**src/rtl/simplex_lane_init_fsm.sv**
```systemverilog
// simplex_lane_init_fsm: rx lane bring-up sequencer (RST>ALIGN>BOND>VERIFY>READY) with watchdog and windowed error monitor; in: clk, rst (async high), lane_aligned/lane_bond_ok (levels), lane_verify/lane_err (strobes); out: aligned/bonded/verified/reset flags, state code, err_cnt
module simplex_lane_init_fsm #(
  parameter int LANES           = 4,
  parameter int RESET_CYCLES    = 16,
  parameter int VERIFY_COUNT    = 4,
  parameter int WATCHDOG_CYCLES = 1024,
  parameter int ERR_WINDOW      = 256,
  parameter int ERR_LIMIT       = 8
) (
  input  logic                             clk,
  input  logic                             rst,
  input  logic [LANES-1:0]                 lane_aligned,
  input  logic [LANES-1:0]                 lane_bond_ok,
  input  logic [LANES-1:0]                 lane_verify,
  input  logic [LANES-1:0]                 lane_err,
  output logic                             aligned,
  output logic                             bonded,
  output logic                             verified,
  output logic                             reset,
  output logic [2:0]                       state,
  output logic [$clog2(ERR_LIMIT+1)-1:0]   err_cnt
);
  localparam int RW = $clog2(RESET_CYCLES+1);
  localparam int VW = $clog2(VERIFY_COUNT+1);
  localparam int WW = $clog2(WATCHDOG_CYCLES+1);
  localparam int NW = $clog2(ERR_WINDOW+1);
  localparam int EW = $clog2(ERR_LIMIT+1);
  localparam logic [RW-1:0] R_END  = RW'(RESET_CYCLES-1);
  localparam logic [VW-1:0] V_END  = VW'(VERIFY_COUNT);
  localparam logic [WW-1:0] WD_END = WW'(WATCHDOG_CYCLES-1);
  localparam logic [NW-1:0] N_END  = NW'(ERR_WINDOW-1);
  localparam logic [EW-1:0] E_END  = EW'(ERR_LIMIT);
  typedef enum logic [2:0] {RST = 3'd0, ALIGN = 3'd1, BOND = 3'd2, VERIFY = 3'd3, READY = 3'd4} state_t;
  state_t cur, nxt;
  logic [RW-1:0] rcnt, rcnt_n;
  logic [VW-1:0] vcnt, vcnt_n;
  logic [WW-1:0] wd, wd_n;
  logic [NW-1:0] win, win_n;
  logic [EW-1:0] err_n;
  logic al, bo, fv, pv, er, lost, wd_hit, wrap;
  assign state = cur;
  always_comb begin
    al     = &lane_aligned;
    bo     = &lane_bond_ok;
    fv     = &lane_verify;
    pv     = |lane_verify;
    er     = |lane_err;
    lost   = (cur == BOND && !al) || ((cur == VERIFY || cur == READY) && !(al && bo));
    wd_hit = wd == WD_END;
    wrap   = win == N_END;
    rcnt_n = cur == RST ? rcnt + 1'b1 : '0;
    vcnt_n = cur != VERIFY ? '0 : fv ? vcnt + 1'b1 : pv ? '0 : vcnt;
    wd_n   = (cur == ALIGN || cur == BOND || cur == VERIFY) ? wd + 1'b1 : '0;
    win_n  = (cur != READY || wrap) ? '0 : win + 1'b1;
    err_n  = cur != READY ? '0 : wrap ? EW'(er) : err_cnt + EW'(er);
    nxt    = cur;
    case (cur)
      RST:     nxt = rcnt == R_END ? ALIGN : RST;
      ALIGN:   nxt = wd_hit ? RST : al ? BOND : ALIGN;
      BOND:    nxt = (lost || wd_hit) ? RST : bo ? VERIFY : BOND;
      VERIFY:  nxt = (lost || wd_hit) ? RST : vcnt_n == V_END ? READY : VERIFY;
      READY:   nxt = (lost || err_n == E_END) ? RST : READY;
      default: nxt = RST;
    endcase
    if (nxt != cur) begin
      rcnt_n = '0;
      vcnt_n = '0;
      wd_n   = '0;
      win_n  = '0;
      err_n  = '0;
    end
  end
  always_ff @(posedge clk or posedge rst)
    if (rst) begin
      cur      <= RST;
      rcnt     <= '0;
      vcnt     <= '0;
      wd       <= '0;
      win      <= '0;
      err_cnt  <= '0;
      aligned  <= 1'b0;
      bonded   <= 1'b0;
      verified <= 1'b0;
      reset    <= 1'b1;
    end else begin
      cur      <= nxt;
      rcnt     <= rcnt_n;
      vcnt     <= vcnt_n;
      wd       <= wd_n;
      win      <= win_n;
      err_cnt  <= err_n;
      aligned  <= nxt == BOND || nxt == VERIFY || nxt == READY;
      bonded   <= nxt == VERIFY || nxt == READY;
      verified <= nxt == READY;
      reset    <= nxt == RST;
    end
endmodule

```
**config.mk**
```make
export PLATFORM = sky130hd
export DESIGN_NAME = simplex_lane_init_fsm
export DESIGN_NICKNAME = d
export VERILOG_FILES = /design/src/rtl/simplex_lane_init_fsm.sv
export SDC_FILE = /design/constraint.sdc
export NUM_CORES = 1
export LEC_CHECK = 0
export ABC_AREA = 0
export CAP_MARGIN = 25
export CELL_PAD_IN_SITES_DETAIL_PLACEMENT = 1
export CELL_PAD_IN_SITES_GLOBAL_PLACEMENT = 2
export CORE_MARGIN = 2
export CORE_UTILIZATION = 33
export CTS_BUF_LIST = sky130_fd_sc_hd__clkbuf_4
export CTS_CLUSTER_SIZE = 30
export DETAILED_ROUTE_END_ITERATION = 7
export GPL_ROUTABILITY_DRIVEN = 1
export GPL_TIMING_DRIVEN = 0
export PLACE_DENSITY = 0.78
export SLEW_MARGIN = 20
export SYNTH_ARGS = -nofsm -noshare
export SYNTH_HDL_FRONTEND = slang
export SYNTH_SLANG_ARGS = --single-unit
```
**constraint.sdc**
```tcl
create_clock -name clk -period 2.11 [get_ports clk]
set_input_delay 0.422 -clock clk [delete_from_list [all_inputs] [get_ports clk]]
set_output_delay 0.422 -clock clk [all_outputs]
set_load 0.01 [all_outputs]
```
Word-level counts from Yosys, hierarchy flattened:

Index checks and enable logic that the tools add are counted.

* output and inout port bits: 11
* input port bits: 18
* register bits: 39

* mux-type cells: 22
* $add $sub $neg: 5
* equality and inequality tests: 15
* reductions and logical operators: 22

Operator list (number)
* two-way mux 11 bit: 2
* two-way mux 3 bit: 7
* two-way mux 9 bit: 2
* case mux 3 bit (5 select lines): 1
* equality test 3 x 2 -> 1 bit, second input constant: 4
* two-way mux 4 bit: 3
* AND reduction 4 bit: 3
* adder 11 x 1 -> 11 bit, second input constant: 1
* equality test 11 x 10 -> 1 bit, second input constant: 1
* logical OR 1 bit: 10
* two-way mux 5 bit: 2
* adder 9 x 1 -> 9 bit, second input constant: 1
* equality test 3 bit, second input constant: 3
* equality test 9 x 8 -> 1 bit, second input constant: 1
* OR reduction 4 bit: 2
* zero test 3 bit: 2
* two-way mux 2 bit: 3
* adder 5 x 1 -> 5 bit, second input constant: 1
* equality test 5 x 4 -> 1 bit, second input constant: 1
* adder 4 x 1 -> 4 bit: 1
* equality test 4 bit, second input constant: 1
* adder 3 x 1 -> 3 bit, second input constant: 1
* equality test 3 x 1 -> 1 bit, second input constant: 1
* logical AND 1 bit: 3
* other kinds (5): 7

Depth between registers and ports, before layout:

Gate-level depths: netlist of run 1.

* depth after elaboration: 11
* mapped depth: 9

Least setup slack after synthesis of run 1:

OpenSTA, ideal clock, no wires.

* path type: input port to flip-flop
* start point: in lane_err[1]
* end point: reg win[2]
* buffers on the path: 1
* setup time: 0.132 ns
* stages: 9
* setup slack: -0.438 ns
* arrival: 2.416 ns
* required time: 1.978 ns
* path through: or4_1 -> ha_1 -> ha_1 -> nor2_1 -> nand2_1 -> a2111o_1 -> nand3b_1 -> clkbuf_1 -> nor2_1

* word-level cells in the longest chain between the ends: 10

Ends and longest elaborated chain
* from (decl): RTL line 15 `input logic [LANES-1:0] lane_err,`
* OR reduction 4 bit *: RTL line 47 `er = |lane_err;`
* adder 4 x 1 -> 4 bit: RTL line 55 `err_n = cur != READY ? '0 : wrap ? EW'(er) : err_cnt + EW'(er);`
* two-way mux 4 bit * (2 in series): RTL line 55
* equality test 4 bit *: RTL line 62 `READY: nxt = (lost || err_n == E_END) ? RST : READY;`
* logical OR 1 bit *: RTL line 62
* two-way mux 3 bit *: RTL line 62
* case mux 3 bit (5 select lines) *: RTL line 57 `case (cur)`
* != test 3 bit *: RTL line 65 `if (nxt != cur) begin`
* two-way mux 9 bit *: RTL line 65
* named net win_n[2]: RTL line 38 `logic [NW-1:0] win, win_n;`
* to (signal assigned): RTL line 90 `win <= win_n;`
* to (decl): RTL line 38

The timed path passes the listed nets; every way through them passes the cells marked *.

Final worst setup path of run 1:

* start point: in lane_err[2]
* end point: reg reset

* word-level cells in the longest chain between the ends: 9

Ends and longest elaborated chain
* OR reduction 4 bit *: RTL line 47
* adder 4 x 1 -> 4 bit: RTL line 55
* two-way mux 4 bit * (2 in series): RTL line 55
* equality test 4 bit *: RTL line 62
* logical OR 1 bit *: RTL line 62
* two-way mux 3 bit *: RTL line 62
* case mux 3 bit (5 select lines) *: RTL line 57
* zero test 3 bit *: RTL line 95 `reset <= nxt == RST;`
* to (signal assigned): RTL line 84 `reset <= 1'b1;`
* to (signal assigned): RTL line 95
* to (decl): RTL line 19 `output logic reset,`

Every way passes the cells marked *; elsewhere a longest branch is shown, timed or not.

==> out/qor.csv, run 1 <==
metric;value;unit
worstPathArrival;2.40;ns
total_number_of_vias;1674;
synth_compound_area_frac;0.0787;
die_y;83.5;um
die-area;0.00696;sq mm
worst-endpoint-required;2.41;ns
timing.max_slew.rel_slack;0.709;
drc;0;
grt_first_pass_wirelength;8090;um
synthSimpleGateAreaFrac;0.269;
syn_nets;219;
cts_made_buffers;5;
drive_above_1_share;0.328;
crit_fanout;6;
synth_top_area_frac;0.456;
top_cell_type_by_total_area_after_synthesis;sky130_fd_sc_hd__dfrtp_1;
postCtsHoldBufs;0;
synth_seq_area_share;0.469;
path_class;input pin to flip-flop;
maxCapViolations;0;
cts.root.buffer_cell;sky130_fd_sc_hd__clkbuf_4;
grt_antenna_before_repair;0;
fin_worst_skew;0.0185;ns
die_w;83.5;um
netlist_top_cells_count;38 x sky130_fd_sc_hd__dfrtp_1, 33 x sky130_fd_sc_hd__nor2_1, 12 x sky130_fd_sc_hd__nand3_1, 12 x sky130_fd_sc_hd__xnor2_1;
synthCells;193;
post_synth_xor_area_fraction;0.0841;
dp_hpwl;3160;um
total_area_of_multi_input_combinational_cells;0.00120;sq mm
post_synth_adder_cell_area;0.0480;
worst_setup_hold_path_clk_slew;0.13;ns
synth_seq_cells;39;
max_slew_violation_count;0;
combinational_family_with_the_most_area_after_synthesis;simple AND/OR/NAND/NOR gates;
met2RoutedLength;2730;um
route.antenna.remaining_nets;0;
htree_num_levels;2;
worst_skew_pair.late_latency;0.36;ns
detail_route.wl_per_cell;15.8;um
drt_iter0_markers;45;
layout.area.seq;980;sq um
synthesis.yosys.warnings;0;
syn-mean-instance-area;10.8;sq um
met3_wl;146;um
ys_async_sr_fraction;1.00;
maxUsedRoutingLayer;met4;
synthMostInstantiatedCell;sky130_fd_sc_hd__dfrtp_1;
synth.distinct_cells;44;
synth_top_cells_by_area;sky130_fd_sc_hd__dfrtp_1 46%, sky130_fd_sc_hd__nor2_1 5.9%, sky130_fd_sc_hd__xnor2_1 5.0%, sky130_fd_sc_hd__ha_1 4.8%, sky130_fd_sc_hd__nor4_2 4.8%;
postSynth.topFlopCell;sky130_fd_sc_hd__dfrtp_1;
crit_path_end_kind;flip-flop;
grt_setup_unrepaired;true;
layout.nets;278;
gp_congestion;0.717;
finalSetupViolCount;0;
reg2regPathDepth;8;
synth_edf_count;0;
post_layout_min_period;2.10;ns
setup.worst_path.start_class;input pin;
globalRoute.totalOverflow;0;
cts_tree;built;
ir_worst_vdd;375;uV
floorplan.initialDensity;0.346;
power_per_cell_area;629;mW/mm^2
hold_path_class;input pin to async pin;
clkSinkCount;39;
run_status;completed;
max_clock_buf_depth;2;
netlist_area;0.00208;sq mm
rrSetupSlack;0.02;ns
route.layer.met1.wl;2240;um
io_buffer_count;28;
core-area;0.00603;sq mm
worst_slew_pin_slew;0.433;ns
insertedDiodeCount;0;
globalRouteTotalUtil;0.142;
total_leakage_power;1.23;nW
final_critical_path_share_of_the_clock_period;0.997;
nFillCells;653;
layout-area-overhead-vs-synth;42.6;%
yosys-mux-area-fraction;0.00961;
drt_wl_total;5170;um
first_global_vias;1753;
timing.setup.tns;0;ns
std_cell_rows;28;
via_density_per_instance;5.10;
final_design_utilization;0.493;
pin_count_of_the_biggest_net_entering_global_routing;33;
dr.pass1.iters;4;
final_hold_viol_count;0;
num_io_pins;29;
max_freq;475;MHz
==> stage by stage <==
step | instances | setup WS [ns] | power, W | instance area [sq um] | hold WS, ns
final | 328 | 0.00570 | 0.00187 | 2970 | 0.262
after global routing | 328 | -0.0962 | 0.00199 | 2970 | 0.256
after CTS | 312 | -0.0577 | 0.00183 | 2720 | 0.253
after detailed placement | 297 | -0.736 | 0.00129 | 2520 | 0.457
after global placement | 296 | -0.717 | 0.00127 | 2500 | 0.441
after floorplan | 193 | -0.149 | 0.00115 | 2120 | 0.417
==> critical path, stage by stage <==
cell	delay (ns)
sky130_fd_sc_hd__buf_6	0.09
sky130_fd_sc_hd__or4_4	0.56
sky130_fd_sc_hd__ha_4	0.20
sky130_fd_sc_hd__ha_4	0.16
sky130_fd_sc_hd__nor2_2	0.07
sky130_fd_sc_hd__nand2_1	0.06
sky130_fd_sc_hd__a2111o_1	0.37
sky130_fd_sc_hd__buf_4	0.14
sky130_fd_sc_hd__nand2_2	0.11
sky130_fd_sc_hd__and4b_1	0.21
==> placed cells by master (no fill, tap or decap), drive strengths merged, types with 2 or more instances in the layout <==
master          n
dlymetal6s2s    4
nor2           33
nor2b           2
xor2            8
dfrtp          38
inv             8
nor4           11
nand2           7
o21ai           3
or3             2
o31ai           3
o211ai          3
or4             3
ha              8
clkinv          2
mux2i           2
nand3          12
and3            7
buf            31
clkbuf          7
clkdlybuf4s50  20
nand4           6
nand3b          2
xnor2          12
==> cell families (layout without fill, tap and decap cells) <==
| group | Yosys count | in the layout |
|---|---|---|
| mux | 2 | 2 |
| compound gates | 20 | 20 |
| flops | 39 | 39 |
| simple gates | 90 | 90 |
| xor+xnor | 20 | 20 |
| fa+ha+maj | 8 | 8 |
| buf+inv | 14 | 74 |
==> flip-flops by register name, indices dropped and copies added (netlist names), 3 cells and up <==
signal / count
state: 3
err_cnt: 4
rcnt: 5
wd: 11
win: 9
vcnt: 3
==> path summary, 6_finish.rpt <==
path,startpoint,end
worst min-delay path,rst,win[4]$_DFF_PP0_
worst max register to register,wd[0]$_DFF_PP0_,wd[8]$_DFF_PP0_
worst max-delay path,lane_err[2],reset$_DFF_PP1_
min in group clk,lane_err[2],err_cnt[0]$_DFF_PP0_
max in group asynchronous,rst,reset$_DFF_PP1_
worst min register to register,rcnt[0]$_DFF_PP0_,rcnt[0]$_DFF_PP0_
==> metal layers <==
layer | up-vias | GRT usage
li1 | 801 | -
met1 | 846 | 0.183
met2 | 22 | 0.240
met5 | - | 0
met4 | 0 | 0.0484
met3 | 5 | 0.0277
==> where the power goes <==
group | total, W | internal, W | switching [W]
clock network | 0.000508 | 0.000244 | 0.000264
registers | 0.000868 | 0.000823 | 0.0000454
logic | 0.000493 | 0.000242 | 0.000251
==> what timing repair did <==
action / 4_1_cts / 5_1_grt
resized for setup: 32 / 25
gates cloned: 1 / 1
pin swaps: 16 / 14
setup endpoints to repair: 32 / 24
setup buffers: 6 / 15
hold endpoints to repair: 0 / 0
==> cell type report <==
cell class              instances  area share
well taps                      75      0.0316
repair buffers                 52       0.169
plain buffers                   6      0.0299
inverters                       8      0.0101
clock buffers                   5      0.0126
flip-flops and latches         39       0.330
multi-input cells             140       0.404
clock inverters                 3      0.0131
Power figures use the tool's default switching activity.
==> run 2: changes to the inputs <==
--- a/config.mk
+++ b/config.mk
@@ -14,10 +14,10 @@
 export CTS_BUF_LIST = sky130_fd_sc_hd__clkbuf_4
 export CTS_CLUSTER_SIZE = 30
 export DETAILED_ROUTE_END_ITERATION = 7
-export GPL_ROUTABILITY_DRIVEN = 1
 export GPL_TIMING_DRIVEN = 0
 export PLACE_DENSITY = 0.78
 export SLEW_MARGIN = 20
 export SYNTH_ARGS = -nofsm -noshare
 export SYNTH_HDL_FRONTEND = slang
 export SYNTH_SLANG_ARGS = --single-unit
+export TNS_END_PERCENT = 100
==> results of run 2 <==
No change in the layout: final DEF, timing and power equal those of run 1.
==> run 3: changes to the inputs <==
--- a/config.mk
+++ b/config.mk
@@ -9,6 +9,7 @@
 export CAP_MARGIN = 25
 export CELL_PAD_IN_SITES_DETAIL_PLACEMENT = 1
 export CELL_PAD_IN_SITES_GLOBAL_PLACEMENT = 2
+export CORE_ASPECT_RATIO = 1.1
 export CORE_MARGIN = 2
 export CORE_UTILIZATION = 33
 export CTS_BUF_LIST = sky130_fd_sc_hd__clkbuf_4
==> run 3 against run 2 <==
Critical path type unchanged. Register-to-register slack lost 0.03 ns. Largest cell class unchanged. Critical endpoint is now wd[6]$_DFF_PP0_. Cell area shrank 4.4%. Clock power grew 26%. The flow now finishes with violations (negative setup slack). Routed wire length shrank 9.2%.
==> out/qor.csv, run 3 (synthesis gave the netlist of run 1 again) <==
metric;value;unit;change
run_status;complete, but fails checks;;
failed_checks;negative setup slack;;
drive_above_1_share;0.279;;-0.0489
die_w;79.8;um;-4.4%
most_used_cell_along_the_critical_path;sky130_fd_sc_hd__or3_4;;
final_cells;320;;-2.4%
layout-area-overhead-vs-synth;36.3;%;
first_global_vias;1671;;-4.7%
dp_slack;-0.737;ns;-0.00147 ns
clkSinkCount;39;;unchanged
power;0.00196;W;+4.7%
worst_setup_hold_path_clk_slew;0.14;ns;about the same
registers.top_by_ff_count;wd;;
drc;0;;unchanged
dp_hpwl;3130;um;-1.1%
path_class;input pin to flip-flop;;
timing.max_slew.rel_slack;0.702;;-0.00722
max_freq;460;MHz;-3.3%
cts.root.buffer_cell;sky130_fd_sc_hd__clkbuf_4;;
drt_wl_total;4700;um;-9.2%
pin_count_of_the_biggest_net_entering_global_routing;27;;-18%
place.detailed.instances;302;;+1.7%
most-common-layout-cells;38 x sky130_fd_sc_hd__dfrtp_1, 24 x sky130_fd_sc_hd__clkdlybuf4s50_1, 23 x sky130_fd_sc_hd__nor2_1;;
final_critical_path_share_of_the_clock_period;1.03;;+0.0338
grt_antenna_before_repair;0;;unchanged
max_slew_violation_count;0;;unchanged
globalRouteTotalUtil;0.149;;+0.00683
layout.nets;265;;-4.7%
maxCapViolations;0;;unchanged
reg_top3;wd (11), win (9), rcnt (5);;
setup.worst_path.start_class;input pin;;
post_layout_min_period;2.18;ns;+0.0712 ns
grt_setup_unrepaired;true;;
route.antenna.remaining_nets;0;;unchanged
globalRoute.totalOverflow;0;;unchanged
worstPathArrival;2.43;ns;+0.03 ns
worst-endpoint-required;2.37;ns;-0.04 ns
crit_path_end_kind;flip-flop;;
num_io_pins;29;;unchanged
detail_route.wl_per_cell;14.7;um;-6.9%
critPathMaxStageDelay;0.46;ns;-0.10 ns
core-area;0.00616;sq mm;+2.2%
total_number_of_vias;1635;;-2.3%
final_hold_viol_count;0;;unchanged
grt_first_pass_wirelength;8070;um;-0.25%
final_design_area_no_fill;0.00284;sq mm;-4.4%
drt_iter0_markers;49;;+8.9%
layout_commonest_cell;sky130_fd_sc_hd__dfrtp_1;;
final_design_utilization;0.461;;-0.0316
gr-max-usage-layer;met2;;
worst_slew_pin_slew;0.446;ns;+0.0135 ns
fin_worst_skew;0.0174;ns;-0.00114 ns
max_clock_buf_depth;2;;unchanged
smallest_setup_slack_after_layout;-0.0655;ns;-0.0712 ns
gp_congestion;0.763;;+6.5%
cp_cell_sequence;clkdlybuf4s50_1 > nand4_1 > or3_4 > or3_4 > o211a_2 > buf_12 > nor4_4;;
crit_fanout;10;;+4
cts_tree;built;;
grt.met2_usage;0.251;;+0.0108
detailed_place.area;0.00252;sq mm;+0.25%
met1_usage;0.191;;+0.00778
die-area;0.00697;sq mm;about the same
dr.pass1.iters;4;;unchanged
io_buffer_count;28;;unchanged
largest_reg_flops;11;;unchanged
htree_num_levels;2;;unchanged
floorplan.initialDensity;0.338;;-0.00731
cts_made_buffers;5;;unchanged
finalSetupViolCount;22;;+22
ir_worst_vdd;315;uV;-16%
via_density_per_instance;5.11;;+0.11%
hold_path_class;input pin to async pin;;
insertedDiodeCount;0;;unchanged
met3_usage;0.0280;;+0.000313
std_cell_rows;30;;+7.1%
worst_skew_pair.late_latency;0.36;ns;about the same
total_leakage_power;1.13;nW;-8.0%
die_y;87.3;um;+4.6%
cp_slowest_cell;sky130_fd_sc_hd__clkdlybuf4s50_1;;
power_per_cell_area;689;mW/mm^2;+9.5%
==> run 3: cell types whose count changed in the layout (fill, tap and decap cells not counted), sizes merged <==
cell	previous run	this run
buf	31	19
bufinv	1	2
clkdlybuf4s50	20	24
clkinv	2	0
dlymetal6s2s	4	0
==> run 3: where the power goes <==
| group | leakage [nW] | total (W) | switching [W] | internal [W] |
|---|---|---|---|---|
| Sequential | 0.534 | 0.000868 | 0.0000452 | 0.000823 |
| Clock | 0.0559 | 0.000642 | 0.000259 | 0.000383 |
| Combinational | 0.540 | 0.000448 | 0.000237 | 0.000211 |
==> run 3: worst paths after layout <==
kind                                        end  slack (ns)               start  cells after the start
hold reg to reg                win[0]$_DFF_PP0_        0.46    win[0]$_DFF_PP0_                      1
setup reg to reg                wd[6]$_DFF_PP0_       -0.01  state[1]$_DFF_PP0_                      6
min in group clk           err_cnt[0]$_DFF_PP0_        0.43         lane_err[3]                      4
setup / recovery                wd[6]$_DFF_PP0_       -0.07     lane_aligned[3]                      7
hold / removal                  wd[3]$_DFF_PP0_        0.32                 rst                      2
max in group asynchronous       reset$_DFF_PP1_        1.25                 rst                      3
==> run 3: layout make-up <==
type	instances	area [sq um]
fillers	684	3320
clock inverters	2	60.1
flip-flops and latches	39	977
multi-input cells	140	1170
clock buffers	6	45.0
repair buffers	39	379
plain buffers	6	76.3
well taps	80	100
inverters	8	30.0
==> run 3: through the flow <==
| step | TNS (ns) | hold slack [ns] |
|---|---|---|
| after detailed placement | -17.60 | 0.447 |
| after floorplan | -1.69 | 0.417 |
| after global placement | -20.71 | 0.444 |
| after global routing | -2.40 | 0.335 |
| after CTS | -0.405 | 0.313 |
| final | -0.747 | 0.323 |
==> run 3: routing by layer <==
| metal | up-vias | wire length, um |
|---|---|---|
| met1 | 823 | 2100 |
| met2 | 23 | 2420 |
| met5 | - | 0 |
| met4 | 0 | 86 |
| li1 | 781 | - |
| met3 | 8 | 98 |
==> run 3: repair_timing <==
action / CTS / global route
pin swaps: 15 / 12
hold buffers: 0 / 0
resized for setup: 26 / 17
buffers inserted: 7 / 2
setup endpoints to repair: 32 / 27
gates cloned: 1 / 0
==> run 3: critical path, delay by kind of cell <==
kind,cells,cell delay (ns)
AND/OR/NAND/NOR,4,1.24
AO/OA/AOI/OAI,1,0.16
buffers and inverters,2,0.62
